File: src/rtl/mesi_isc_broad_arb_pkg.sv
// Shared types and constants for the broadcast-request arbiter and its picker.
package mesi_isc_broad_arb_pkg;

    localparam int CPU_NUM      = 4;
    localparam int CPU_ID_WIDTH = 2;

    localparam int DEF_ADDR_WIDTH       = 32;
    localparam int DEF_BROAD_TYPE_WIDTH = 2;
    localparam int DEF_BROAD_ID_WIDTH   = 5;

    typedef enum logic [0:0] {
        IDLE  = 1'b0,
        WRITE = 1'b1
    } broad_state_e;

    // Registered request record at the default widths, for consumers of the FIFO payload.
    typedef struct packed {
        logic [DEF_ADDR_WIDTH-1:0]       addr;
        logic [DEF_BROAD_TYPE_WIDTH-1:0] btype;
        logic [CPU_ID_WIDTH-1:0]         cpu_id;
        logic [DEF_BROAD_ID_WIDTH-1:0]   id;
    } broad_req_t;

endpackage

File: src/rtl/mesi_isc_rr_pick.sv
// Combinational 4-way rotate-priority picker: first valid bit at or after ptr, wrapping 3->0.
module mesi_isc_rr_pick
    import mesi_isc_broad_arb_pkg::*;
(
    input  logic [CPU_NUM-1:0]      valid,
    input  logic [CPU_ID_WIDTH-1:0] ptr,
    output logic [CPU_NUM-1:0]      grant,
    output logic [CPU_ID_WIDTH-1:0] idx
);

    logic [CPU_NUM-1:0]      rot;
    logic [CPU_ID_WIDTH-1:0] offset;

    // rot[k] is the valid bit of the CPU k positions past the pointer; the add wraps naturally.
    generate
        for (genvar gi = 0; gi < CPU_NUM; gi++) begin : g_rot
            assign rot[gi] = valid[ptr + CPU_ID_WIDTH'(gi)];
        end
    endgenerate

    always_comb begin
        offset = '0;
        for (int k = CPU_NUM - 1; k >= 0; k--) begin
            if (rot[k]) begin
                offset = k[CPU_ID_WIDTH-1:0];
            end
        end
        idx   = ptr + offset;
        grant = '0;
        if (|valid) begin
            grant[idx] = 1'b1;
        end
    end

endmodule

File: src/rtl/mesi_isc_broad_arb.sv
// Broadcast FIFO write arbiter: round-robin over four CPU request ports, one write per two cycles.
// Define MESI_ISC_BROAD_ARB_FIXED_PRIO_EN for fixed priority (CPU0 highest) instead of round robin.
module mesi_isc_broad_arb
    import mesi_isc_broad_arb_pkg::*;
#(
    parameter int ADDR_WIDTH       = DEF_ADDR_WIDTH,
    parameter int BROAD_TYPE_WIDTH = DEF_BROAD_TYPE_WIDTH,
    parameter int BROAD_ID_WIDTH   = DEF_BROAD_ID_WIDTH
) (
    input  logic                             clk,
    input  logic                             rst,
    input  logic [CPU_NUM-1:0]               req_valid_array_i,
    input  logic [CPU_NUM*ADDR_WIDTH-1:0]    req_addr_array_i,
    input  logic [CPU_NUM*BROAD_TYPE_WIDTH-1:0] req_type_array_i,
    output logic [CPU_NUM-1:0]               req_ack_array_o,
    input  logic                             fifo_status_full_i,
    output logic                             broad_fifo_wr_o,
    output logic [ADDR_WIDTH-1:0]            broad_addr_o,
    output logic [BROAD_TYPE_WIDTH-1:0]      broad_type_o,
    output logic [CPU_ID_WIDTH-1:0]          broad_cpu_id_o,
    output logic [BROAD_ID_WIDTH-1:0]        broad_id_o
);

    typedef struct packed {
        logic [ADDR_WIDTH-1:0]       addr;
        logic [BROAD_TYPE_WIDTH-1:0] btype;
        logic [CPU_ID_WIDTH-1:0]     cpu_id;
        logic [BROAD_ID_WIDTH-1:0]   id;
    } req_rec_t;

    broad_state_e              state_reg;
    req_rec_t                  rec_reg;
    logic [BROAD_ID_WIDTH-1:0] id_cnt_reg;
    logic                      wr_reg;
    logic [CPU_NUM-1:0]        ack_reg;
    logic [CPU_ID_WIDTH-1:0]   rr_ptr;
    logic [CPU_NUM-1:0]        pick_grant;
    logic [CPU_ID_WIDTH-1:0]   pick_idx;

    logic [ADDR_WIDTH-1:0]       addr_arr [CPU_NUM];
    logic [BROAD_TYPE_WIDTH-1:0] type_arr [CPU_NUM];

    generate
        for (genvar gi = 0; gi < CPU_NUM; gi++) begin : g_unpack
            assign addr_arr[gi] = req_addr_array_i[gi*ADDR_WIDTH +: ADDR_WIDTH];
            assign type_arr[gi] = req_type_array_i[gi*BROAD_TYPE_WIDTH +: BROAD_TYPE_WIDTH];
        end
    endgenerate

`ifdef MESI_ISC_BROAD_ARB_FIXED_PRIO_EN
    assign rr_ptr = '0;
`else
    logic [CPU_ID_WIDTH-1:0] rr_ptr_reg;

    // The pointer only moves on the WRITE cycle, so a full FIFO never rotates priority.
    always_ff @(posedge clk or negedge rst) begin
        if (!rst) begin
            rr_ptr_reg <= '0;
        end else if (state_reg == WRITE) begin
            rr_ptr_reg <= rec_reg.cpu_id + 1'b1;
        end
    end

    assign rr_ptr = rr_ptr_reg;
`endif

    mesi_isc_rr_pick u_pick (
        .valid (req_valid_array_i),
        .ptr   (rr_ptr),
        .grant (pick_grant),
        .idx   (pick_idx)
    );

    always_ff @(posedge clk or negedge rst) begin
        if (!rst) begin
            state_reg  <= IDLE;
            rec_reg    <= '0;
            id_cnt_reg <= '0;
            wr_reg     <= 1'b0;
            ack_reg    <= '0;
        end else begin
            case (state_reg)
                IDLE: begin
                    if ((|req_valid_array_i) && !fifo_status_full_i) begin
                        rec_reg.addr   <= addr_arr[pick_idx];
                        rec_reg.btype  <= type_arr[pick_idx];
                        rec_reg.cpu_id <= pick_idx;
                        rec_reg.id     <= id_cnt_reg;
                        wr_reg         <= 1'b1;
                        ack_reg        <= pick_grant;
                        state_reg      <= WRITE;
                    end
                end
                WRITE: begin
                    // Full rising now does not cancel: the grant was made against a not-full flag.
                    wr_reg     <= 1'b0;
                    ack_reg    <= '0;
                    id_cnt_reg <= id_cnt_reg + 1'b1;
                    state_reg  <= IDLE;
                end
                default: begin
                    state_reg <= IDLE;
                end
            endcase
        end
    end

    assign broad_fifo_wr_o = wr_reg;
    assign req_ack_array_o = ack_reg;
    assign broad_addr_o    = rec_reg.addr;
    assign broad_type_o    = rec_reg.btype;
    assign broad_cpu_id_o  = rec_reg.cpu_id;
    assign broad_id_o      = rec_reg.id;

endmodule

File: config.mk
export PLATFORM = sky130hd
export DESIGN_NAME = mesi_isc_broad_arb
export DESIGN_NICKNAME = d
export VERILOG_FILES = /design/src/rtl/mesi_isc_broad_arb_pkg.sv /design/src/rtl/mesi_isc_rr_pick.sv /design/src/rtl/mesi_isc_broad_arb.sv
export SDC_FILE = /design/constraint.sdc
export NUM_CORES = 1
export LEC_CHECK = 0
export CORE_ASPECT_RATIO = 1.2
export CORE_UTILIZATION = 47
export DETAILED_ROUTE_END_ITERATION = 10
export PLACE_DENSITY = 0.95
export SYNTH_ARGS = -nofsm -noshare
export SYNTH_HDL_FRONTEND = slang
export SYNTH_SLANG_ARGS = --single-unit
File: constraint.sdc
create_clock -name clk -period 4.06 [get_ports clk]
set_clock_uncertainty 0.1 [all_clocks]
set_input_delay 0.812 -clock clk [delete_from_list [all_inputs] [get_ports clk]]
set_output_delay 0.812 -clock clk [all_outputs]
set_load 0.01 [all_outputs]
==> metrics.txt, run 1 <==
min Tclk post-route 3.73 ns; synth warn 0; synthesized cell area 4500 µm²; total grt overflow 0; worst rel slew slack 15.6%; post-synth top area cell mux2i_1; Worst-path clk slew 0.10 ns; Slew @ Worst Pin 1.27 ns; final setup vio count 0; Routed Antenna Nets 0; drt pass-1 iters 4; Mapped Cells 523; GRT Util Overall 26.1%; Post-synth EDFFs 0; Power Dens Cells 720 nW/µm²; hold_buf cts 0; Leakage Power 3.04 nW; Mapped Nets 669; most used flip-flop cell after synthesis dfrtp_1; Die H 109 µm; RSZ-0062 raised after global routing no; Max VDD drop 0.513 mV; via/cell ratio 5.69; CTS Buffer Depth 2; hpwl dp 10000 µm; setup_tns 0 ns; register area 1350 µm²; part of the power in the clock network 6.4%; antenna violations before repair 0; ys async rst share 100%; Num CTS Buffers 5; Starting Density 49.0%; most numerous cell in the Yosys netlist mux2i_1; Core Area 9180 µm²; endpoint class of the critical path flip-flop; Final Hold Viols 0; Final WS setup 0.326 ns; Final nets 825; max incr delay on CP 0.96 ns; delay-heaviest family, CP buffers and inverters; ant diodes 0; routability cong. 0.839; # DRC 0; pin count of the biggest net entering global routing 66; vias in the first global route 4613; area grow syn2layout 45.4%; die width 91.3 µm; Layout Utilization 71.3%; Arr. time, crit path 3.82 ns; Period Utilization, post-route 92.0%; critical path's slowest cell xnor2_4; Flop pwr share 20.9%; critical path fanouts, max 42; first-pass GRT wire length 20800 µm; Logic pwr share 72.7%; CTS tree yes; max cap viols 0; Final Max Tran Viols 0; CTS Sinks 54; Pwr Total 0.00471 W; worst hold path type flip-flop to flip-flop; WP data required 4.15 ns; Max H-tree Level 2; worst path bufs/invs 3; crit path launch type input pin; WL final 12800 µm; Post-synth top cells mux2i_1 (136), nor3_1 (128), nand2_1 (56), dfrtp_1 (54), nand3_1 (35); Boundary Pins 189; Net Sw Frac 47.0%; postcts setup bufs 0; hold_ws 0.385 ns; clk_lat worst skew 0.30 ns; top cell type's share of synthesized area 30.3%; Cell variety after synth 34; fmax 268 MHz; area of the multi-input gates 2900 µm²; Seq/Total Area, Yosys 30.0%; synth top area cells mux2i_1 (30%), dfrtp_1 (30%), nor3_1 (14%); critical path, cell by cell clkdlybuf4s50_1 -> inv_1 -> nand3_1 -> o311ai_0 -> o21ai_0 -> nand2_1 -> ha_4 -> xnor2_4 -> buf_4 -> nor3_1 -> mux2i_1 -> nand3_1; internal power 0.00250 W; Net Switching 0.00222 W; via count of the routed design 4549; DIE AREA 9970 µm²; Syn Area/Cell 8.60 µm²; drt wl/cell 16.0 µm; Buffers on Ports 188; flops & latches, synth 54; max reg flops 32; initial drt markers 213; Root Buffer clkbuf_8; Resize count post-CTS 0; FILL cells 677; worst slack at placement 0.0263 ns; WS Path Type input pin to flip-flop; Rows 38; share of layout cells above drive strength 1 6.18%; Worst path most repeated cell nand3_1; status completed
-- stage by stage --
step | std cells | cell area, µm²
after global routing | 800 | 6540
after CTS | 800 | 6540
after global placement | 792 | 6450
after floorplan | 523 | 4500
final | 800 | 6540
after detailed placement | 792 | 6450
-- cell usage in the layout (no fill, tap or decap), drive strengths merged --
cell type and instances:
clkdlybuf4s50 187, nor3 137, mux2i 136, nand2 56, dfrtp 54, nand3 35, buf 17, nor2 13
xnor2 7, clkbuf 5, a21oi 4, ha 3, nand2b 2, nand4 2, a22o 2, a32o 2
inv 2, o21ai 2, o32ai 2, xor2 2, clkinv 2, nor4 1, or2b 1, o22ai 1
o311ai 1, a211o 1, a32oi 1, mux2 1, clkinvlp 1
-- final cells by class --
| class | count | area share (%) |
|---|---|---|
| Clock buffer | 5 | 1.05 |
| Clock inverter | 3 | 0.325 |
| Inverter | 2 | 0.115 |
| Multi-Input combinational cell | 412 | 44.3 |
| Sequential cell | 54 | 20.7 |
| Tap cell | 120 | 2.30 |
| Timing Repair Buffer | 204 | 31.3 |
-- logic make-up after synthesis --
kind of cell	count (synthesis)	synth area share, %
flops	54	30.0
buf+inv	57	7.15
simple gates	247	26.8
fa+ha+maj	3	0.835
mux	137	30.5
compound gates	16	2.78
xor+xnor	9	1.92
-- power groups by stage --
| stage | combinational (W) | clock [W] | sequential [W] |
|---|---|---|---|
| finish | 0.00343 | 0.000304 | 0.000984 |
| CTS | 0.00343 | 0.000310 | 0.000983 |
| global route | 0.00370 | 0.000332 | 0.00101 |
| detailed placement | 0.00343 | 0 | 0.000989 |
| floorplan | 0.00218 | 0 | 0.00102 |
| global placement | 0.00328 | 0 | 0.000975 |
-- worst reg2reg max path, delay by kind of cell, from the launching register on --
| kind | cells | cell delay, ns |
|---|---|---|
| AO/OA/AOI/OAI | 2 | 0.34 |
| XOR/XNOR | 1 | 0.96 |
| adder cells (fa/ha/maj) | 1 | 0.21 |
| buffers and inverters | 1 | 0.34 |
| flip-flops | 1 | 0.69 |
| multiplexers | 1 | 0.18 |
| AND/OR/NAND/NOR | 3 | 0.29 |
-- routing by layer --
layer	vias up	wire (µm)	GRT usage, %
met5	-	0	0
met3	35	706	4.95
met4	0	341	11.3
met1	2129	4860	27.6
met2	181	6910	50.6
li1	2204	-	-
-- worst paths after layout --
kind / cells past startpoint / slack [ns] / from / endpoint
max in group asynchronous: 2 / 2.63 / rst / broad_addr_o[10]
min in group asynchronous: 1 / 0.40 / rst / req_ack_array_o[2]
hold reg to reg: 2 / 0.39 / broad_id_o[1] / broad_id_o[1]
setup / recovery: 12 / 0.33 / req_valid_array_i[3] / broad_addr_o[5]
hold / removal: 2 / 0.39 / broad_id_o[1] / broad_id_o[1]
setup reg to reg: 9 / 0.85 / rr_ptr[1] / broad_addr_o[5]
(Power assumes the default switching activity.)
==> inputs of run 2 (changes only) <==
--- a/config.mk
+++ b/config.mk
@@ -7,6 +7,7 @@
 export LEC_CHECK = 0
 export CORE_ASPECT_RATIO = 1.2
 export CORE_UTILIZATION = 47
+export CTS_CLUSTER_DIAMETER = 40
 export DETAILED_ROUTE_END_ITERATION = 10
 export PLACE_DENSITY = 0.95
 export SYNTH_ARGS = -nofsm -noshare
==> results of run 2 <==
No change in the layout: final DEF, timing and power equal those of run 1.
==> inputs of run 3 (changes only) <==
--- a/config.mk
+++ b/config.mk
@@ -9,6 +9,7 @@
 export CORE_UTILIZATION = 47
 export CTS_CLUSTER_DIAMETER = 40
 export DETAILED_ROUTE_END_ITERATION = 10
+export GPL_TIMING_DRIVEN = 1
 export PLACE_DENSITY = 0.95
 export SYNTH_ARGS = -nofsm -noshare
 export SYNTH_HDL_FRONTEND = slang
==> results of run 3 <==
No change in the layout: final DEF, timing and power equal those of run 1.
